--- src/rtl/fifo_frame_reader.sv ---
// Drains the upstream FIFO through a 2-entry skid buffer, parses header/payload/checksum
// frames and forwards payload words on a valid/ready stream with per-frame status pulses.
module fifo_frame_reader #(
   parameter int unsigned WIDTH   = 16,
   parameter int unsigned MAX_LEN = 255
) (
   input  logic             clock,
   input  logic             reset_n,
   input  logic             fifo_empty,
   input  logic [WIDTH-1:0] fifo_dout,
   output logic             fifo_rd,
   output logic [15:0]      m_data,
   output logic [7:0]       m_opcode,
   output logic             m_valid,
   input  logic             m_ready,
   output logic             m_first,
   output logic             m_last,
   output logic             frame_ok,
   output logic             frame_err,
   output logic [1:0]       err_code,
   output logic [7:0]       err_count
);

   typedef enum logic [1:0] {
      StHdr,
      StPayload,
      StCheck
   } state_e;

   state_e      state_q;
   logic [15:0] buf_mem_q [2];
   logic        rd_ptr_q;
   logic [1:0]  occ_q;
   logic        pend_q;
   logic        run_q;
   logic [15:0] sum_q;
   logic [7:0]  cnt_q;
   logic        first_q;

   logic [15:0] head;
   logic        has_head;
   logic        pop;
   logic        beat;
   logic [1:0]  occ_after;
   logic        wr_ptr;
   logic        bad_len;

   // Only the low 16 bits carry frame data.
   logic unused_dout;
   assign unused_dout = ^fifo_dout;

   function automatic logic [7:0] sat_inc(input logic [7:0] v);
      return (v == 8'hFF) ? v : v + 8'd1;
   endfunction

   assign head     = buf_mem_q[rd_ptr_q];
   assign has_head = (occ_q != 2'd0);
   assign bad_len  = (head[7:0] == 8'd0) || (32'(head[7:0]) > MAX_LEN);

   // Buffer head drives the stream only while a payload beat is pending.
   always_comb begin
      m_valid = (state_q == StPayload) && has_head;
      beat    = m_valid && m_ready;
      m_data  = m_valid ? head : 16'h0000;
      m_first = m_valid && first_q;
      m_last  = m_valid && (cnt_q == 8'd1);
   end

   // Decide whether the head word is consumed this cycle.
   always_comb begin
      pop = 1'b0;
      if (has_head) begin
         unique case (state_q)
            StHdr:     pop = 1'b1;
            StPayload: pop = m_ready;
            StCheck:   pop = 1'b1;
            default:   pop = 1'b0;
         endcase
      end
   end

   // Occupancy counts the slot freed by this cycle's pop so a full-rate stream keeps one
   // word buffered and one in flight. run_q holds reads off for the first cycle out of reset.
   always_comb begin
      occ_after = occ_q - {1'b0, pop};
      wr_ptr    = rd_ptr_q ^ occ_q[0];
      fifo_rd   = reset_n && run_q && !fifo_empty &&
                  (({1'b0, occ_after} + {2'b00, pend_q}) < 3'd2);
   end

   // Skid buffer: capture the word read last cycle and advance on pop.
   always_ff @(posedge clock) begin
      if (!reset_n) begin
         occ_q    <= 2'd0;
         rd_ptr_q <= 1'b0;
         pend_q   <= 1'b0;
         run_q    <= 1'b0;
      end else begin
         run_q  <= 1'b1;
         pend_q <= fifo_rd;
         if (pend_q) begin
            buf_mem_q[wr_ptr] <= fifo_dout[15:0];
         end
         if (pop) begin
            rd_ptr_q <= ~rd_ptr_q;
         end
         occ_q <= occ_q - {1'b0, pop} + {1'b0, pend_q};
      end
   end

   // Frame parser with registered opcode and status outputs.
   always_ff @(posedge clock) begin
      if (!reset_n) begin
         state_q   <= StHdr;
         m_opcode  <= 8'h00;
         sum_q     <= 16'h0000;
         cnt_q     <= 8'h00;
         first_q   <= 1'b0;
         frame_ok  <= 1'b0;
         frame_err <= 1'b0;
         err_code  <= 2'd0;
         err_count <= 8'h00;
      end else begin
         frame_ok  <= 1'b0;
         frame_err <= 1'b0;
         err_code  <= 2'd0;
         unique case (state_q)
            StHdr: begin
               if (has_head) begin
                  m_opcode <= head[15:8];
                  sum_q    <= head;
                  cnt_q    <= head[7:0];
                  first_q  <= 1'b1;
                  if (bad_len) begin
                     frame_err <= 1'b1;
                     err_code  <= 2'd1;
                     err_count <= sat_inc(err_count);
                  end else begin
                     state_q <= StPayload;
                  end
               end
            end
            StPayload: begin
               if (beat) begin
                  sum_q   <= sum_q + head;
                  cnt_q   <= cnt_q - 8'd1;
                  first_q <= 1'b0;
                  if (cnt_q == 8'd1) begin
                     state_q <= StCheck;
                  end
               end
            end
            StCheck: begin
               if (has_head) begin
                  state_q <= StHdr;
                  if (head == sum_q) begin
                     frame_ok <= 1'b1;
                  end else begin
                     frame_err <= 1'b1;
                     err_code  <= 2'd2;
                     err_count <= sat_inc(err_count);
                  end
               end
            end
            default: state_q <= StHdr;
         endcase
      end
   end

endmodule

--- config.mk ---
export PLATFORM = sky130hd
export DESIGN_NAME = fifo_frame_reader
export DESIGN_NICKNAME = d
export VERILOG_FILES = /design/src/rtl/fifo_frame_reader.sv
export SDC_FILE = /design/constraint.sdc
export NUM_CORES = 1
export LEC_CHECK = 0
export ABC_AREA = 1
export CORE_UTILIZATION = 56
export CTS_BUF_LIST = sky130_fd_sc_hd__clkbuf_8 sky130_fd_sc_hd__clkbuf_16
export DETAILED_ROUTE_END_ITERATION = 7
export PLACE_DENSITY = 0.8
export SYNTH_ARGS = -nofsm -noshare
export SYNTH_HDL_FRONTEND = slang
export SYNTH_SLANG_ARGS = --single-unit
--- constraint.sdc ---
create_clock -name clock -period 2.8 [get_ports clock]
set_input_delay 0.7 -clock clock [delete_from_list [all_inputs] [get_ports clock]]
set_output_delay 0.7 -clock clock [all_outputs]
set_load 0.05 [all_outputs]
Yosys cells after proc, flatten, opt, wreduce, memory -nomap -nowiden
Memory sizes are Yosys's and may differ from the RTL's. A register that Yosys moved wholly into a read port is not among the register bits.
Cells that the tools add are included.
{"block": "word_totals", "ramBits": 32, "n_memories": 1, "inputBits": 20, "register_bits": 52, "latchBits": 0, "mem_bits_ro": 0}
{"block": "op_classes", "magnitude_cmp": 1, "n_eq_ne": 12, "bitwise_logic": 2, "shifts": 0, "multipliers": 0, "div_mod_pow": 0, "muxes": 41, "reduce_logical": 19, "n_addsub": 6}
{"memory": "buf_mem_q", "words": 2, "width": 16, "read_ports": 1, "rd_clocked_by_memory_dff": 1, "write_ports": 1, "line": "31", "source": "logic [15:0] buf_mem_q [2];"}
{"cell": "two-way mux 8 bit", "n": 7}
{"cell": "two-way mux 16 bit", "n": 3}
{"cell": "one-hot mux 16 bit (2 select lines)", "n": 1}
{"cell": "one-hot mux 8 bit (2 select lines)", "n": 2}
{"cell": "adder 16 bit", "n": 1}
{"cell": "== test 16 bit", "n": 1}
{"cell": "two-way mux 1 bit", "n": 16}
{"cell": "two-way mux 2 bit", "n": 7}
{"cell": "inequality test 2 bit (second input constant)", "n": 6}
{"cell": "AND reduction 5 bit", "n": 2}
{"cell": "adder 8 x 1 -> 8 bit (second input constant)", "n": 1}
{"cell": "== test 8 x 1 -> 1 bit (second input constant)", "n": 1}
{"cell": "== test 8 bit (second input constant)", "n": 1}
{"cell": "zero test 8 bit", "n": 1}
{"cell": "subtractor 8 x 1 -> 8 bit (second input constant)", "n": 1}
{"cell": "logical AND 1 bit", "n": 7}
{"cell": "one-hot mux 1 bit (2 select lines)", "n": 3}
{"cell": "one-hot mux 2 bit (3 select lines)", "n": 1}
{"cell": "AND reduction 3 bit", "n": 2}
{"cell": "nonzero test 2 bit", "n": 3}
{"cell": "one-hot mux 2 bit (2 select lines)", "n": 1}
{"cell": "adder 2 x 1 -> 3 bit", "n": 1}
{"cell": "< comparator 3 x 2 -> 1 bit (second input constant)", "n": 1}
{"cell": "adder 2 x 1 -> 2 bit", "n": 1}
{"cell": "other kinds (10)", "n": 10}

Longest topological paths before layout
{"block": "depth", "depth_word": 8, "ltp_mapped": 16}

Worst setup path after synthesis
OpenSTA, ideal clock, no wires.
{"block": "synth_timing", "path_kind": "in2out", "startpoint": "input m_ready", "endpoint": "output fifo_rd", "t_arrival_ns": 2.780, "t_required_ns": 2.100, "setup_slack_ns": -0.680, "path_buffers": 0, "cell_stages": 11, "cell_sequence": "inv_1 > o21ai_0 > nand2_1 > inv_1 > ha_1 > inv_1 > ha_1 > inv_1 > ha_1 > nand2_1 > nor3b_1"}
{"block": "synth_via", "elab_chain_len": 6}
{"element": "from (decl)", "line": "15", "source": "input logic m_ready,"}
{"element": "one-hot mux 1 bit (2 select lines)", "line": "73", "source": "unique case (state_q)"}
{"element": "two-way mux 1 bit", "line": "72", "source": "if (has_head) begin"}
{"element": "named net pop", "line": "42", "source": "logic pop;"}
{"element": "subtractor 2 x 1 -> 2 bit", "line": "85", "source": "occ_after = occ_q - {1'b0, pop};"}
{"element": "adder 2 x 1 -> 3 bit", "line": "88", "source": "(({1'b0, occ_after} + {2'b00, pend_q}) < 3'd2);"}
{"element": "< comparator 3 x 2 -> 1 bit", "line": "88"}
{"element": "logical AND 1 bit", "line": "87", "source": "fifo_rd = reset_n && run_q && !fifo_empty &&"}
{"element": "to (decl)", "line": "11", "source": "output logic fifo_rd,"}
The timed path passes the listed nets, and every way through them passes these cells.

Final worst setup path
Same ends and word-level chain as after synthesis.

==> impl_metrics.ini <==
[worst_hold_path]
holdCritPathClass = flop to flop
min_from = first_q$_SDFFE_PN0P_
worstHoldEndpoint = first_q$_SDFFE_PN0P_
min_delay_path_depth = 2

[timing]
fin_worst_skew_ps = 12.32
hold_viol = 0
rsz0062_at_grt = true
relSlewSlack_pct = 54.13
drv_slew = 0
postLayoutSetupSlackWorst_ps = 11.78
tightest_slew_ps = 687.4
finalSetupTns_ps = 0
finalSetupViolations = 0
max_freq_mhz = 358.7
worst_hold_slack_ps = 477.3
min_period_ps = 2788
min_period_over_period_pct = 99.58

[worst_setup_path]
end_kind = output pin
crit_type = input pin to output pin
worstPathRequired_ps = 2100
critPathSlowestCell = ha_4
cpPeakStageDelay_ps = 260
cp_max_fo = 2
r2r_slack_ps = 190
worstSetupStartpointType = input pin
cp-startpoint = m_ready
worstPathArrival_ps = 2090
crit_path_cell_trace = buf_6 > inv_4 > o21ai_2 > nand2_2 > inv_2 > ha_4 > inv_4 > ha_4 > inv_4 > ha_4 > nand2_4 > nor3b_4 > buf_12
rr_worst_depth = 12
r2r_end = err_count[2]$_SDFFE_PN0P_

[route]
drcViolationCount = 0
routed_wl_mm = 11.92
drt_iter0_drc = 279
detail_route.wl_per_cell_um = 14.59
viasPerCell = 5.468
firstDrtPassIters = 6
ant_nets = 0
vias = 4467

[power]
ir_worst_vdd_mv = 0.5819
power_leakage_nw = 2.708
finalPower_mw = 7.060
power_density_nw_per_um2 = 1164

[cells_and_area]
syn2layout_area_growth_pct = 24.48
post-route-util_pct = 73.06
drive_gt1_share_pct = 16.01
n_antenna_cell = 0
final_area_um2 = 6063
mostFrequentLayoutCells = nand2_1, inv_1, nor2_1
fin_nets = 749
final_common_cell = nand2_1
instances_no_fill = 817

[placement]
port_buffers = 59
place_congestion = 0.8726
dp.cells = 799
dp_hpwl_mm = 8.467
placed_cell_area_um2 = 5767
dp_slack_ps = -461.0

[floorplanning]
fp.dieH_um = 95.27
start_util_pct = 58.69
core-area_um2 = 8299
die-area_um2 = 9075
rows = 33
io_pins = 60
die_w_um = 95.27

[synthesis]
synth-seq-area-share_pct = 41.51
synthDistinctLibCells = 40
synth_nets = 683
yosysWarnings = 0
ys_ff_latch = 85
avgSynthCellArea_um2 = 7.599
syn_area_um2 = 4871
syn_inst = 641

[cts]
cts_sinks = 85
insertion_delay_ps = 360
cts_buffers = 9
cts_tree = yes
cts.clk_slew.worst_paths_ps = 80
htreeDepth = 3
clk_path_buf_depth = 2
root_buffer = clkbuf_8

[run_status]
status = completed

[job]
maxCapViolCount = 0

[global_route]
grt_start_max_net_pins = 33
grt_pass1_wl_mm = 19.29
grt_pass1_vias = 4133
globalRouteTotalUtil_pct = 27.55
antenna_found_initial = 0
overflow = 0
[final cells by class]
| cell class | instances | area [um^2] |
|---|---|---|
| clock buffer | 10 | 148.9 |
| timing repair buffer | 74 | 854.6 |
| fill | 603 | 2236 |
| tap | 105 | 131.4 |
| multi-input combinational | 435 | 2416 |
| clock inverter | 6 | 90.09 |
| inverter | 102 | 395.4 |
| sequential | 85 | 2027 |
[Yosys cell counts]
master	count	area share [%]
a211oi_1	8	1.2
a21oi_1	49	5.0
a221oi_2	1	0.31
a31oi_1	5	0.64
a31oi_4	1	0.44
and2_1	2	0.26
buf_2	4	0.41
buf_4	1	0.15
buf_6	5	1.2
clkbuf_1	9	0.69
dfxtp_1	53	22
edfxtp_1	32	20
fa_1	1	0.41
ha_1	21	5.4
inv_1	97	7.5
inv_2	4	0.31
inv_4	1	0.13
nand2_1	135	10
nand2_2	17	2.2
nand2_4	1	0.23
nand3_1	32	3.3
nand3_4	1	0.36
nand3b_1	6	0.92
nand4_1	11	1.4
nand4_4	1	0.44
nor2_1	63	4.9
nor2_2	2	0.26
nor2_4	3	0.69
nor2_8	1	0.41
nor3_1	4	0.41
nor3b_1	2	0.31
nor4_1	1	0.13
o21ai_0	32	3.3
o21ai_1	9	0.92
o21ai_2	3	0.54
o22ai_1	1	0.13
o31ai_1	1	0.15
or2_2	13	1.7
xnor2_1	3	0.54
xor2_1	5	0.90
[routing by layer]
metal,share of wire (%),global-route usage [%],vias to the layer above
li1,-,-,2208
met1,43,37.04,2089
met2,49,45.71,149
met3,6.0,5.024,21
met4,1.6,6.818,0
met5,0,0,-
[flip-flops by register name, indices dropped and copies added (netlist names), 2 cells and up, named ones only]
signal     count
buf_mem_q     32
sum_q         16
cnt_q          8
err_count      8
m_opcode       8
err_code       2
occ_q          2
state_q        2
[how the worst max path moves through the flow]
stage	endpoint	slack (ps)	cells past startpoint
after CTS	fifo_rd	20	12
after floorplan	fifo_rd	3	11
after global placement	fifo_rd	-400	13
final	fifo_rd	10	13
after detailed placement	fifo_rd	-460	13
after global routing	fifo_rd	-60	13
[kinds of logic after synthesis]
kind of cell,after synthesis,synth area share [%]
fa+ha+maj,22,5.805
flops,85,41.51
xor+xnor,8,1.439
buf+inv,121,10.33
simple gates,295,28.23
compound gates,110,12.69
[critical path: cells and delay by family]
kind	cells	cell delay, ps
compound gates	1	50
simple gates	3	360
fa+ha+maj	3	540
buf+inv	6	420
[power by group]
part           switching [mW]  internal (mW)  total (mW)
Sequential              0.196           1.59        1.79
Clock                   0.472          0.564        1.04
Combinational            2.76           1.48        4.24
[what timing repair did]
item,CTS,global route
resized for setup,14,4
pin swaps,3,3
hold buffers,0,0
buffers inserted,1,1
setup endpoints to repair,1,5
No activity file was read; power rests on OpenSTA's default activity.
==> RTL change 1 (same flow settings) <==
Put one more register stage on the output `err_count`. The value now appears one clock later. The other outputs are not delayed to match.
--- a/src/rtl/fifo_frame_reader.sv
+++ b/src/rtl/fifo_frame_reader.sv
@@ -26,6 +26,8 @@
       StPayload,
       StCheck
    } state_e;
+
+   logic [7:0] err_count_s0;
 
    state_e      state_q;
    logic [15:0] buf_mem_q [2];
@@ -119,7 +121,7 @@
          frame_ok  <= 1'b0;
          frame_err <= 1'b0;
          err_code  <= 2'd0;
-         err_count <= 8'h00;
+         err_count_s0 <= 8'h00;
       end else begin
          frame_ok  <= 1'b0;
          frame_err <= 1'b0;
@@ -134,7 +136,7 @@
                   if (bad_len) begin
                      frame_err <= 1'b1;
                      err_code  <= 2'd1;
-                     err_count <= sat_inc(err_count);
+                     err_count_s0 <= sat_inc(err_count_s0);
                   end else begin
                      state_q <= StPayload;
                   end
@@ -158,7 +160,7 @@
                   end else begin
                      frame_err <= 1'b1;
                      err_code  <= 2'd2;
-                     err_count <= sat_inc(err_count);
+                     err_count_s0 <= sat_inc(err_count_s0);
                   end
                end
             end
@@ -167,5 +169,9 @@
       end
    end
 
+   always_ff @(posedge clock) begin
+      err_count <= err_count_s0;
+   end
+
 endmodule
 
Function: changed (a bounded check fails within 10 cycles, from zero or initial values and one cycle with reset_n low).
==> RTL change 1 against the unedited design <==
The flow now finishes with violations (negative setup slack); sequential cell count increased by 8; final area increased by 3.7%; wire length increased by 8.6%; power increased by 3.6%; worst hold slack got worse by 0.080 ns; setup slack got worse by 0.16 ns; first-iteration DRC count increased by 56%; clock power decreased by 9.8%; area after synthesis increased by 1.3%; critical path depth decreased by 1; die area increased by 1.3%.
==> RTL change 1: results (changes against the unedited design) <==
ctsResizeCount: 18  # +4
fin_ws_ns: -0.143  # -0.155 ns
firstDrtPassIters: 5  # -1
dp_cells: 798  # -0.13%
r2r_slack_ns: 0.13  # -0.06 ns
htreeDepth: 3  # unchanged
reg2reg_depth: 18  # +6
pre_cts_slack_ns: -0.470  # -0.00921 ns
wl_met1_mm: 5.40  # +5.0%
wl_met2_mm: 6.22  # +5.9%
crit_fanout: 3  # +1
min_from: "err_count_s0[0]"
yosysUniqueCellTypes: 39  # -2.5%
use_met3_pct: 4.98  # -0.048 points
post_cts_buffers: 15  # +14
startpoint: "occ_q[1]"
fin_tns_setup_ns: -0.143  # -0.143 ns
wirelength_mm: 12.9  # +8.6%
syn_nets: 681  # -0.29%
placed_area_um2: 5840  # +1.3%
drive_above_1_share_pct: 16.0  # about the same
grt_util_all_layers_pct: 30.2  # +2.6 points
avgRoutedWirePerCell_um: 15.6  # +7.0%
drt_iter0_drc: 435  # +56%
synth_compound_area_share_pct: 12.9  # +0.16 points
synth_area_per_cell_um2: 7.72  # +1.7%
pg_seq_w: 0.00187  # +4%
max-vdd-ir-drop_v: 0.000719  # +24%
min_to: "err_count[0]"
crit_end: "fifo_rd"
hold_ws_ns: 0.397  # -0.0804 ns
met1_usage_pct: 38.1  # +1.1 points
skew_ns: 0.0162  # +0.00392 ns
p_int_w: 0.00373  # +2.6%
grt_pass1_vias: 4578  # +11%
violations: "negative setup slack"
grt_pass1_wl_mm: 21.1  # +9.4%
vias_per_cell: 5.66  # +3.6%
synth_area_leaders: "dfxtp_1, edfxtp_1, nand2_1"
total_power_w: 0.00732  # +3.6%
area_growth_pct: 27.4
hold_depth: 0  # -2
synth_xor_area_share_pct: 1.77  # +0.34 points
dp_hpwl_mm: 8.60  # +1.5%
cts_root_buf: "clkbuf_8"
critPathArrivalTime_ns: 2.24  # +0.15 ns
diodes: 0  # unchanged
yosysSeqAreaShare_pct: 44.2  # +2.7 points
wl_met3_um: 927  # +29%
status: "finished, violations left"
grt_max_degree: 35  # +6.1%
worst_pin_slew_ns: 0.800  # +0.113 ns
p_leak_nw: 2.79  # +2.9%
finalNetCount: 761  # +1.6%
routabilityCongestion: 0.902  # +3.3%
grt.met2_usage_pct: 49.4  # +3.7 points
fillers: 601  # -0.33%
finalSetupViolCount: 1  # +1
synth_common_cells: "nand2_1, inv_1, dfxtp_1"
synth_fa_ha_area_share_pct: 5.73  # -0.077 points
RTL change 1: cell count changes in the layout (fill, tap and decap cells not counted), moves of 3 or more:
cell / change
a21oi_2: +3
nor2_1: -5
o21ai_2: -3
o21ai_0: +13
o21ai_1: -4
a21oi_1: +3
buf_4: +7
inv_4: -5
inv_1: -3
dfxtp_1: +8
nand2_2: -10
inv_6: -3
buf_12: +4
RTL change 1: critical path: stages (launching register included):
cell,delay [ns]
dfxtp_4,0.36
nor2_4,0.15
nor2_2,0.06
nor2_1,0.14
inv_1,0.10
ha_4,0.27
inv_2,0.04
ha_4,0.14
inv_2,0.05
ha_4,0.13
nand2_4,0.05
nor3b_4,0.21
buf_12,0.16
RTL change 1: cell type report:
| cell class | instances | area share [%] |
|---|---|---|
| Sequential cell | 93 | 34.8 |
| Clock buffer | 10 | 2.19 |
| Timing Repair Buffer | 85 | 15.6 |
| Multi-Input combinational cell | 431 | 38.2 |
| Inverter | 99 | 5.93 |
| Clock inverter | 6 | 1.19 |
| Tap cell | 105 | 2.09 |
==> RTL change 2 (same flow settings) <==
Made on the original files. Change the parameter `MAX_LEN` from 255 to 127.
--- a/src/rtl/fifo_frame_reader.sv
+++ b/src/rtl/fifo_frame_reader.sv
@@ -2,7 +2,7 @@
 // frames and forwards payload words on a valid/ready stream with per-frame status pulses.
 module fifo_frame_reader #(
    parameter int unsigned WIDTH   = 16,
-   parameter int unsigned MAX_LEN = 255
+   parameter int unsigned MAX_LEN = 127
 ) (
    input  logic             clock,
    input  logic             reset_n,
Behaviour: not the same (Yosys sat finds a counterexample within 10 cycles, from zero or initial values and one cycle with reset_n low).
==> RTL change 2 against the unedited design <==
The run now ends with negative setup slack left; setup slack got worse by 0.16 ns; wire length up 14%; power up 12%; critical path depth shrank 1; area after synthesis fell by 4.6%; synthesized cell count down 2.5%; register-to-register slack got worse by 0.11 ns; sequential cell count did not move; final area grew 0.87%; critical endpoint unchanged; largest cell class unchanged.
==> RTL change 2: results (changes against the unedited design) <==
max_stage_delay_ns: 0.37  # +0.11 ns
synthCells: 625  # -2.5%
syn_nets: 667  # -2.3%
dp_cells: 790  # -1.1%
startpoint: "occ_q[1]"
hold_ws_ns: 0.476  # -0.00167 ns
grt_max_degree: 30  # -9.1%
placed_area_um2: 5580  # -3.3%
fin_ws_ns: -0.146  # -0.158 ns
max-vdd-ir-drop_v: 0.000851  # +46%
pre_cts_slack_ns: -0.513  # -0.0522 ns
synth_xor_area_share_pct: 2.07  # +0.64 points
fillers: 508  # -16%
synth_fa_ha_area_share_pct: 6.09  # +0.28 points
vias_per_cell: 5.61  # +2.7%
p_leak_nw: 2.77  # +2.3%
finalInstanceArea_um2: 6120  # +0.87%
drive_above_1_share_pct: 17.7  # +1.7 points
status: "finished, violations left"
grt_pass1_vias: 4327  # +4.7%
critical-path-top-delay-family: "simple AND/OR/NAND/NOR gates"
routabilityCongestion: 0.944  # +8.2%
grt_pass1_wl_mm: 21.6  # +12%
dp_hpwl_mm: 8.84  # +4.4%
grt_util_all_layers_pct: 32.6  # +5.1 points
yosysSeqAreaShare_pct: 43.5  # +2.0 points
critPathArrivalTime_ns: 2.25  # +0.16 ns
min_to: "sum_q[14]"
wirelength_mm: 13.6  # +14%
finalSetupViolCount: 1  # +1
crit_fanout: 4  # +2
reg2reg_depth: 14  # +2
synth_area_leaders: "dfxtp_1, edfxtp_1, nand2_1"
firstDrtPassIters: 7  # +1
min_from: "sum_q[14]"
yosysUniqueCellTypes: 35  # -13%
violations: "negative setup slack"
-- RTL change 2: cell count changes in the layout (fill, tap and decap cells not counted), sizes merged, moves of 3 or more --
cell,delta
a211oi,-5
a21oi,+10
a221oi,+3
a31oi,-3
buf,+26
clkinv,+3
inv,-10
nand2,-3
nand3,+10
nand3b,-4
nand4,-8
o21ai,-5
-- RTL change 2: per-stage QoR --
stage	TNS [ns]	power, W
after floorplan	-2.07	0.00489
after global placement	-0.484	0.00603
after detailed placement	-0.513	0.00613
after CTS	-0.0433	0.00753
after global routing	-0.348	0.00844
final	-0.146	0.00788
-- RTL change 2: power breakdown --
part | switching (W) | internal [W] | total, W
logic | 0.00314 | 0.00187 | 0.00502
clock network | 0.000480 | 0.000507 | 0.000987
registers | 0.000251 | 0.00163 | 0.00188
total | 0.00388 | 0.00401 | 0.00788
-- RTL change 2: what timing repair did --
action / 4_1_cts / 5_1_grt
endpoints found under the setup margin: 1 / 9
resized for setup: 24 / 20
endpoints found under the hold margin: 0 / 0
buffers inserted: 22 / 4
pin swaps: 7 / 6
-- RTL change 2: routing by layer --
metal,wire (um),global-route usage [%]
met5,0,0
met4,500,14.6
met3,1160,6.26
met2,6470,53.1
met1,5500,42.2
-- RTL change 2: cell type report --
type                       instances  share of cell area [%]
clock buffer                       9                    2.03
clock inverter                     7                    1.60
sequential                        85                    33.2
inverter                          95                    5.83
tap                              102                    2.09
timing repair buffer             101                    16.8
multi-input combinational        430                    38.5
-- RTL change 2: kinds of logic (layout without fill, tap and decap cells) --
| logic type | Yosys count | after routing |
|---|---|---|
| adders and majority gates | 22 | 22 |
| AOI/OAI and AO/OA | 109 | 109 |
| buffers and inverters | 110 | 212 |
| xor gates and xnor gates | 11 | 11 |
| and+or+nand+nor | 288 | 288 |
| DFF | 85 | 85 |
